===== src/rtl/axi4_reader.sv =====
// axi4_reader: reads one DDR frame as a sequence of 512-byte INCR bursts and streams the beats into a downstream FIFO.
// Optional macro AXI4_READER_RESP_CHECK_EN enables the sticky rd_err response/RLAST check.
module axi4_reader #(
    parameter int unsigned                AXI_ADDR_WIDTH   = 32,
    parameter int unsigned                AXI_DATA_WIDTH   = 64,
    parameter logic [AXI_ADDR_WIDTH-1:0]  FRAME_BASE_ADDR  = 32'h0100_0000,
    parameter int unsigned                BURSTS_PER_FRAME = 300
) (
    input  logic                      clk_100Mhz,
    input  logic                      rst,
    input  logic                      frame_start,
    input  logic                      out_prog_full,
    output logic [AXI_ADDR_WIDTH-1:0] ARADDR,
    output logic                      ARVALID,
    input  logic                      ARREADY,
    output logic [7:0]                ARLEN,
    output logic [2:0]                ARSIZE,
    output logic [1:0]                ARBURST,
    output logic [3:0]                ARCACHE,
    output logic [2:0]                ARPROT,
    input  logic [AXI_DATA_WIDTH-1:0] RDATA,
    input  logic                      RVALID,
    output logic                      RREADY,
    input  logic                      RLAST,
    input  logic [1:0]                RRESP,
    output logic [AXI_DATA_WIDTH-1:0] out_data,
    output logic                      out_wr_en,
    output logic                      frame_busy,
    output logic                      frame_done,
    output logic                      rd_err,
    output logic [1:0]                state
);

    localparam int unsigned BURST_BYTES = 512;
    localparam int unsigned BURST_CNT_W = $clog2(BURSTS_PER_FRAME + 1);

    typedef enum logic [1:0] {
        IDLE      = 2'd0,
        ADDR_SEND = 2'd1,
        DATA_RECV = 2'd2,
        FRAME_END = 2'd3
    } state_t;

    state_t                 state_r;
    state_t                 state_nx;
    logic [31:0]            addr_offset;
    logic [BURST_CNT_W-1:0] burst_cnt;
    logic [5:0]             beat_cnt;
    logic                   start_pend;
    logic                   start_req;
    logic                   frame_left;
    logic                   beat_acc;
    logic                   last_beat;

    assign ARLEN   = 8'd63;
    assign ARSIZE  = 3'b011;
    assign ARBURST = 2'b01;
    assign ARCACHE = 4'b0000;
    assign ARPROT  = 3'b010;
    assign state   = state_r;

    assign start_req  = frame_start || start_pend;
    assign frame_left = burst_cnt < BURST_CNT_W'(BURSTS_PER_FRAME);
    assign beat_acc   = RVALID && RREADY;
    assign last_beat  = beat_acc && (beat_cnt == 6'd63);

    // State register
    always_ff @(posedge clk_100Mhz) begin
        if (rst) begin
            state_r <= IDLE;
        end else begin
            state_r <= state_nx;
        end
    end

    // Next state: a pending restart always wins over issuing another burst
    always_comb begin
        state_nx = state_r;
        case (state_r)
            IDLE: begin
                if (!start_req && frame_busy) begin
                    if (!frame_left) begin
                        state_nx = FRAME_END;
                    end else if (!out_prog_full) begin
                        state_nx = ADDR_SEND;
                    end
                end
            end
            ADDR_SEND: if (ARREADY) state_nx = DATA_RECV;
            DATA_RECV: if (last_beat) state_nx = IDLE;
            FRAME_END: state_nx = IDLE;
            default:   state_nx = IDLE;
        endcase
    end

    // Handshake outputs decode the registered state and are forced low in reset
    always_comb begin
        ARVALID = 1'b0;
        RREADY  = 1'b0;
        if (!rst) begin
            ARVALID = (state_r == ADDR_SEND);
            RREADY  = (state_r == DATA_RECV);
        end
    end

    assign out_wr_en = beat_acc;
    assign out_data  = RDATA;

    // Frame bookkeeping and burst address generation
    always_ff @(posedge clk_100Mhz) begin
        if (rst) begin
            ARADDR      <= FRAME_BASE_ADDR;
            addr_offset <= '0;
            burst_cnt   <= '0;
            beat_cnt    <= '0;
            frame_busy  <= 1'b0;
            frame_done  <= 1'b0;
            start_pend  <= 1'b0;
        end else begin
            frame_done <= (state_r == IDLE) && (state_nx == FRAME_END);
            case (state_r)
                IDLE: begin
                    if (start_req) begin
                        frame_busy  <= 1'b1;
                        addr_offset <= '0;
                        burst_cnt   <= '0;
                        start_pend  <= 1'b0;
                    end else if (state_nx == ADDR_SEND) begin
                        ARADDR <= FRAME_BASE_ADDR + AXI_ADDR_WIDTH'(addr_offset);
                    end
                end
                DATA_RECV: begin
                    if (beat_acc) begin
                        beat_cnt <= last_beat ? 6'd0 : beat_cnt + 6'd1;
                    end
                    if (last_beat) begin
                        burst_cnt <= burst_cnt + BURST_CNT_W'(1);
                        // offset parks on the last burst so it never points past the frame
                        if (burst_cnt != BURST_CNT_W'(BURSTS_PER_FRAME - 1)) begin
                            addr_offset <= addr_offset + 32'(BURST_BYTES);
                        end
                    end
                end
                FRAME_END: frame_busy <= 1'b0;
                default: ;
            endcase
            if (frame_start && (state_r != IDLE)) begin
                start_pend <= 1'b1;
            end
        end
    end

`ifdef AXI4_READER_RESP_CHECK_EN
    // Sticky error on bad response or RLAST out of step with the beat count
    always_ff @(posedge clk_100Mhz) begin
        if (rst) begin
            rd_err <= 1'b0;
        end else if (beat_acc && ((RRESP != 2'b00) || (RLAST != (beat_cnt == 6'd63)))) begin
            rd_err <= 1'b1;
        end
    end
`else
    logic unused_resp;
    assign unused_resp = ^{RRESP, RLAST};
    assign rd_err      = 1'b0;
`endif

endmodule


===== config.mk =====
export PLATFORM = sky130hd
export DESIGN_NAME = axi4_reader
export DESIGN_NICKNAME = d
export VERILOG_FILES = /design/src/rtl/axi4_reader.sv
export SDC_FILE = /design/constraint.sdc
export NUM_CORES = 1
export LEC_CHECK = 0
export CORE_MARGIN = 2
export CORE_UTILIZATION = 37
export CTS_BUF_LIST = sky130_fd_sc_hd__clkbuf_8
export DETAILED_ROUTE_END_ITERATION = 6
export PLACE_DENSITY = 0.79
export SYNTH_ARGS = -nofsm -noshare
export SYNTH_HDL_FRONTEND = slang
export SYNTH_SLANG_ARGS = --single-unit

===== constraint.sdc =====
create_clock -name clk_100Mhz -period 1.9 [get_ports clk_100Mhz]
set_clock_uncertainty 0.1 [all_clocks]
set_input_delay 0.19 -clock clk_100Mhz [delete_from_list [all_inputs] [get_ports clk_100Mhz]]
set_output_delay 0.19 -clock clk_100Mhz [all_outputs]
set_load 0.01 [all_outputs]

==> impl_metrics.yaml, run 1 <==
power_and_ir_drop:
  powerDensity_nw_per_um2: 659
  peakVddDrop_mv: 0.256
  power_leakage_nw: 1.51
logic_synthesis:
  synthFlopType: "dfxtp_1"
  synth_edf_count: 0
  seq_area_frac_synth_pct: 35.2
  synth-seq-cells: 66
  syn_area_per_cell_sq_um: 8.84
  async_flop_share_pct: 0
  synth_cells: 425
  synth_warnings: 0
  netlist_area_sq_um: 3760
  ys_types: 50
detailed_routing:
  drt_pass1_iterations: 4
  wl_per_cell_um: 13.9
  via_count: 2811
  routed_via_density: 5.03
  drc: 0
  drtIter0Drc: 177
  ant_nets: 0
  wirelength_mm: 7.79
floorplanning:
  start_util_pct: 38.3
  dieArea_sq_um: 11000
  die_h_um: 105
  row_count: 36
  io_pins: 197
  fp.dieW_um: 105
  coreArea_sq_um: 9820
global_routing:
  grt_pass1_wl_mm: 12.8
  antenna_found_initial: 0
  grt_max_degree: 42
  track_usage_pct: 14.3
  overflow: 0
  grt_pass1_vias: 2758
worst_setup_path:
  cpPeakStageDelay_ns: 0.54
  worst_ep_arrival_time_ns: 2.03
  criticalPathCategory: "flop to flop"
  cp_num_buf_inv: 0
  slowest_stage: "or4_1"
  cp_top_family: "simple AND/OR/NAND/NOR gates"
  cp_max_fo: 5
  cp_cell_sequence: "ha_2 -> and4b_2 -> nand3_2 -> o21ai_4 -> or4_1 -> a21oi_2"
  start_kind: "flop"
  endpoint_kind: "flop"
  required_ns: 2.08
timing:
  fmax_ghz: 0.541
  fin_hold_ws_ns: 0.280
  hold_viol: 0
  finalSetupViolCount: 0
  period_share_pct: 97.4
  period_minus_slack_ns: 1.85
  maxSlewViolCount: 0
cts:
  clockRootBuffer: "clkbuf_8"
  cts_tree: "done"
  cts_made_buffers: 9
  clock-sinks: 66
  clkLatencyLatePin_ns: 0.35
  htreeDepth: 3
  cts_buffer_depth: 2
  cts_hold_buf: 0
  clkTransAtPathRegs_ns: 0.07
finish:
  nets: 498
  postLayoutCoreUtil_pct: 42.7
  stdcell_area_sq_um: 4190
  diodes: 0
  area_delta_synth_final_pct: 11.6
  layout-drive-gt1-share_pct: 18.3
  mostFrequentLayoutCell: "dfxtp_1"
  final_cell_mix: "dfxtp_1 (61), nor2_1 (60), clkdlybuf4s50_1 (32), conb_1 (30), buf_4 (27)"
placement:
  dp_hpwl_mm: 5.31
  port_buffers: 35
  gp_congestion: 0.809
  place_area_sq_um: 3850
outcome:
  status: "complete, no violations"
run:
  cap_viol_max_count: 0
worst_hold_path:
  worstHoldPathType: "input port to output port"
flip-flops by register name, indices dropped and copies added (netlist names):
register     flops
addr_offset     23
burst_cnt        9
start_pend       1
frame_busy       1
beat_cnt         6
frame_done       1
ARADDR          23
state            2
area by class of cell:
class                      count  area [sq um]
clock buffer                  14           193
clock inverter                 2          8.76
fill                         954          5630
inverter                       3          11.3
multi-input combinational    272          1850
sequential                    66          1330
tap                          133           166
timing repair buffer          69           634
logic make-up (layout without fill, tap and decap cells):
group | Yosys count | in the layout | share of synthesized area (%)
and+or+nand+nor | 128 | 128 | 17.3
xor gates and xnor gates | 33 | 33 | 7.69
adders and majority gates | 4 | 4 | 1.33
AOI/OAI and AO/OA | 60 | 60 | 12.6
other | 2 | 30 | 0.200
buffers and inverters | 115 | 88 | 21.2
muxes | 17 | 17 | 4.53
DFF | 66 | 66 | 35.2
routing by layer:
metal | part of all wire, % | GRT usage [%] | vias to the layer above
met5 | 0 | 0 | -
met4 | 3.8 | 9.52 | 0
met3 | 6.6 | 3.37 | 40
met2 | 47 | 23.0 | 109
met1 | 43 | 16.8 | 1327
li1 | - | - | 1335
worst reg2reg max path: cells and delay by family (launching register included):
| kind | cells | cell delay, ns |
|---|---|---|
| adders and majority gates | 1 | 0.19 |
| DFF | 1 | 0.33 |
| AOI/OAI and AO/OA | 2 | 0.23 |
| and+or+nand+nor | 3 | 0.94 |
metrics by stage:
| step | worst slack (ns) | setup TNS, ns | power (W) | cells |
|---|---|---|---|---|
| floorplan | -0.0147 | -0.0283 | 0.00173 | 453 |
| global placement | -0.185 | -4.13 | 0.00160 | 539 |
| detailed placement | -0.262 | -5.85 | 0.00161 | 539 |
| CTS | 0.00374 | 0 | 0.00277 | 557 |
| global route | -0.00298 | -0.00298 | 0.00286 | 559 |
| finish | 0.0502 | 0 | 0.00276 | 559 |
cell usage after synthesis (2+ instances only):
cell	count	area share, %
buf_4	94	19
dfxtp_1	66	35
nor2_1	61	6.1
mux2i_1	17	4.5
xnor2_1	17	4.0
xor2_1	16	3.7
nand2_1	14	1.4
a21oi_1	12	1.6
clkbuf_1	11	1.1
o2111ai_1	11	2.6
a211oi_1	9	1.8
nand3_1	9	1.2
and3_1	8	1.3
o211ai_1	8	1.6
buf_2	5	0.67
nand4_1	5	0.83
and4_1	4	0.93
ha_1	4	1.3
nor2b_1	4	0.67
inv_1	3	0.30
nor3_1	3	0.40
o21ai_0	3	0.40
o31ai_1	3	0.60
or4_1	3	0.60
a2111oi_4	2	1.5
a21o_1	2	0.40
a31oi_1	2	0.33
conb_1	2	0.20
nand2b_1	2	0.33
nor3b_1	2	0.40
nor4_1	2	0.33
or2_2	2	0.33
or3_1	2	0.33
what timing repair did:
item                                    CTS  global route
gates resized for setup                   9            22
setup buffers                             2             1
endpoints found under the setup margin   12            38
cloned                                    0             1
pin swaps                                 4             5
where the power goes:
group	internal, W	switching [W]	total (W)	leakage (nW)
registers	0.00139	0.00000611	0.00140	0.535
clock network	0.000646	0.000526	0.00117	0.110
logic	0.0000733	0.000121	0.000194	0.866
worst paths after layout:
kind	startpoint	to	slack [ns]	cells past startpoint
worst max-delay path	burst_cnt[0]	addr_offset[16]	0.05	6
worst min-delay path	RDATA[0]	out_data[0]	0.28	0
worst max register to register	burst_cnt[0]	addr_offset[16]	0.05	6
worst min register to register	burst_cnt[1]	burst_cnt[1]	0.39	2
Power figures use the tool's default switching activity.
==> inputs of run 2 (changes only) <==
CORE_UTILIZATION = 36   (was 37)
CTS_BUF_LIST = sky130_fd_sc_hd__clkbuf_16   (was sky130_fd_sc_hd__clkbuf_8)
PLACE_DENSITY = 0.77   (was 0.79)
==> run 2 against run 1 <==
Against the previous run:
- non-clock buffer count shrank 3
- critical path depth unchanged
- setup slack got worse by 0.020 ns
- flip-flop and latch count did not move
- highest routed layer unchanged
==> impl_metrics.yaml, run 2 (synthesis gave the netlist of run 1 again) <==
detailed_routing:
  wl_per_cell_um: 13.8
  via_count: 2749
  drt_pass1_iterations: 4
  drc: 0
  drtIter0Drc: 156
  wirelength_mm: 7.71
  ant_nets: 0
  routed_via_density: 4.92
floorplanning:
  start_util_pct: 36.7
  row_count: 37
  dieArea_sq_um: 11300
  io_pins: 197
  fp.dieW_um: 106
  die_h_um: 106
  coreArea_sq_um: 10200
worst_hold_path:
  worstHoldPathType: "input port to output port"
  hold_path_depth: 0
power_and_ir_drop:
  power_leakage_nw: 1.54
  p_sw_share_pct: 22.1
  clockPowerShare_pct: 52.6
  peakVddDrop_mv: 0.520
  power_switching_w: 0.000741
  seqPwrFrac_pct: 41.8
  intPower_w: 0.00261
  powerDensity_nw_per_um2: 786
  power_w: 0.00335
  combPwrFrac_pct: 5.6
worst_setup_path:
  cp_cell_sequence: "nand4bb_4 -> buf_4 -> nor3_4 -> o21ai_4 -> or4_1 -> a21oi_1"
  cp_top_family: "simple AND/OR/NAND/NOR gates"
  worst_ep_arrival_time_ns: 2.03
  cpPeakStageDelay_ns: 0.51
  start_kind: "flop"
  ff2ff_path_depth: 6
  criticalPathCategory: "flop to flop"
  endpoint_kind: "flop"
  crit_cells: 6
  cp_num_buf_inv: 1
  cp_max_fo: 7
  required_ns: 2.06
  slowest_stage: "or4_1"
global_routing:
  grt_max_degree: 42
  grt_pass1_vias: 2743
  track_usage_pct: 14.2
  grt_pass1_wl_mm: 12.8
  antenna_found_initial: 0
  overflow: 0
timing:
  finalSetupViolCount: 0
  fmax_ghz: 0.535
  maxSlewViolCount: 0
  period_minus_slack_ns: 1.87
  rsz0062_at_grt: "true"
  period_share_pct: 98.4
  hold_viol: 0
finish:
  fin_cells: 559
  final_cell_mix: "dfxtp_1 (63), nor2_1 (60), clkdlybuf4s50_1 (32), conb_1 (30), buf_4 (25)"
  postLayoutCoreUtil_pct: 41.7
  nFillCells: 971
  diodes: 0
  area_delta_synth_final_pct: 13.4
  nets: 495
  stdcell_area_sq_um: 4260
  layout-drive-gt1-share_pct: 16.5
  regArea_sq_um: 1330
  largestRegisters: "ARADDR: 23 flops, addr_offset: 23 flops, burst_cnt: 9 flops"
  multi_input_area_sq_um: 1830
  mostFrequentLayoutCell: "dfxtp_1"
cts:
  clkLatencyLatePin_ns: 0.33
  cts_hold_buf: 0
  cts_made_buffers: 9
  clockRootBuffer: "clkbuf_16"
  cts_setup_buffers: 0
  cts_tree: "done"
  cts_buffer_depth: 2
  clock-sinks: 66
  htreeDepth: 3
  clkTransAtPathRegs_ns: 0.05
placement:
  gp_congestion: 0.838
  port_buffers: 35
  dp_hpwl_mm: 5.30
  numPlacedInstances: 543
  place_area_sq_um: 3860
outcome:
  status: "complete, no violations"
run:
  cap_viol_max_count: 0
## run 2: final cells by class
class                           instances  area share (%)
Sequential cell                        66            31.1
Clock inverter                          7            2.20
Multi-Input combinational cell        272            42.8
Tap cell                              136            3.99
Inverter                                3           0.264
Timing Repair Buffer                   66            14.3
Clock buffer                            9            5.28
## run 2: per-stage QoR
step           TNS, ns  hold WS (ns)  setup WS [ns]
5_1_grt         -0.148         0.280        -0.0383
4_1_cts              0         0.280        0.00680
6_report             0         0.280         0.0307
2_1_floorplan  -0.0283         0.290        -0.0147
3_5_place_dp     -7.42         0.280         -0.243
3_3_place_gp     -4.20         0.280         -0.197
## run 2: layer usage
metal / GRT usage [%] / vias up / share of wire, %
li1: - / 1347 / -
met1: 16.5 / 1264 / 42
met2: 23.2 / 122 / 50
met3: 5.15 / 16 / 6.5
met4: 6.95 / 0 / 1.8
met5: 0 / - / 0
## run 2: what timing repair did
item / CTS / global route
gates resized for setup: 13 / 10
pin swaps: 2 / 3
endpoints found under the setup margin: 18 / 25
## run 2: path summary, 6_finish.rpt
path	start	endpoint	slack (ns)
max	state[0]	addr_offset[18]	0.03
min	RDATA[0]	out_data[0]	0.28
max reg2reg	state[0]	addr_offset[18]	0.03
min reg2reg	frame_busy	frame_busy	0.39
## run 2: power groups by stage
| stage | logic [W] | clock network, W | registers (W) |
|---|---|---|---|
| after global routing | 0.000205 | 0.00186 | 0.00140 |
| after CTS | 0.000181 | 0.00178 | 0.00140 |
| after floorplan | 0.000292 | 0 | 0.00143 |
| final | 0.000188 | 0.00176 | 0.00140 |
| after global placement | 0.000176 | 0 | 0.00143 |
| after detailed placement | 0.000179 | 0 | 0.00143 |
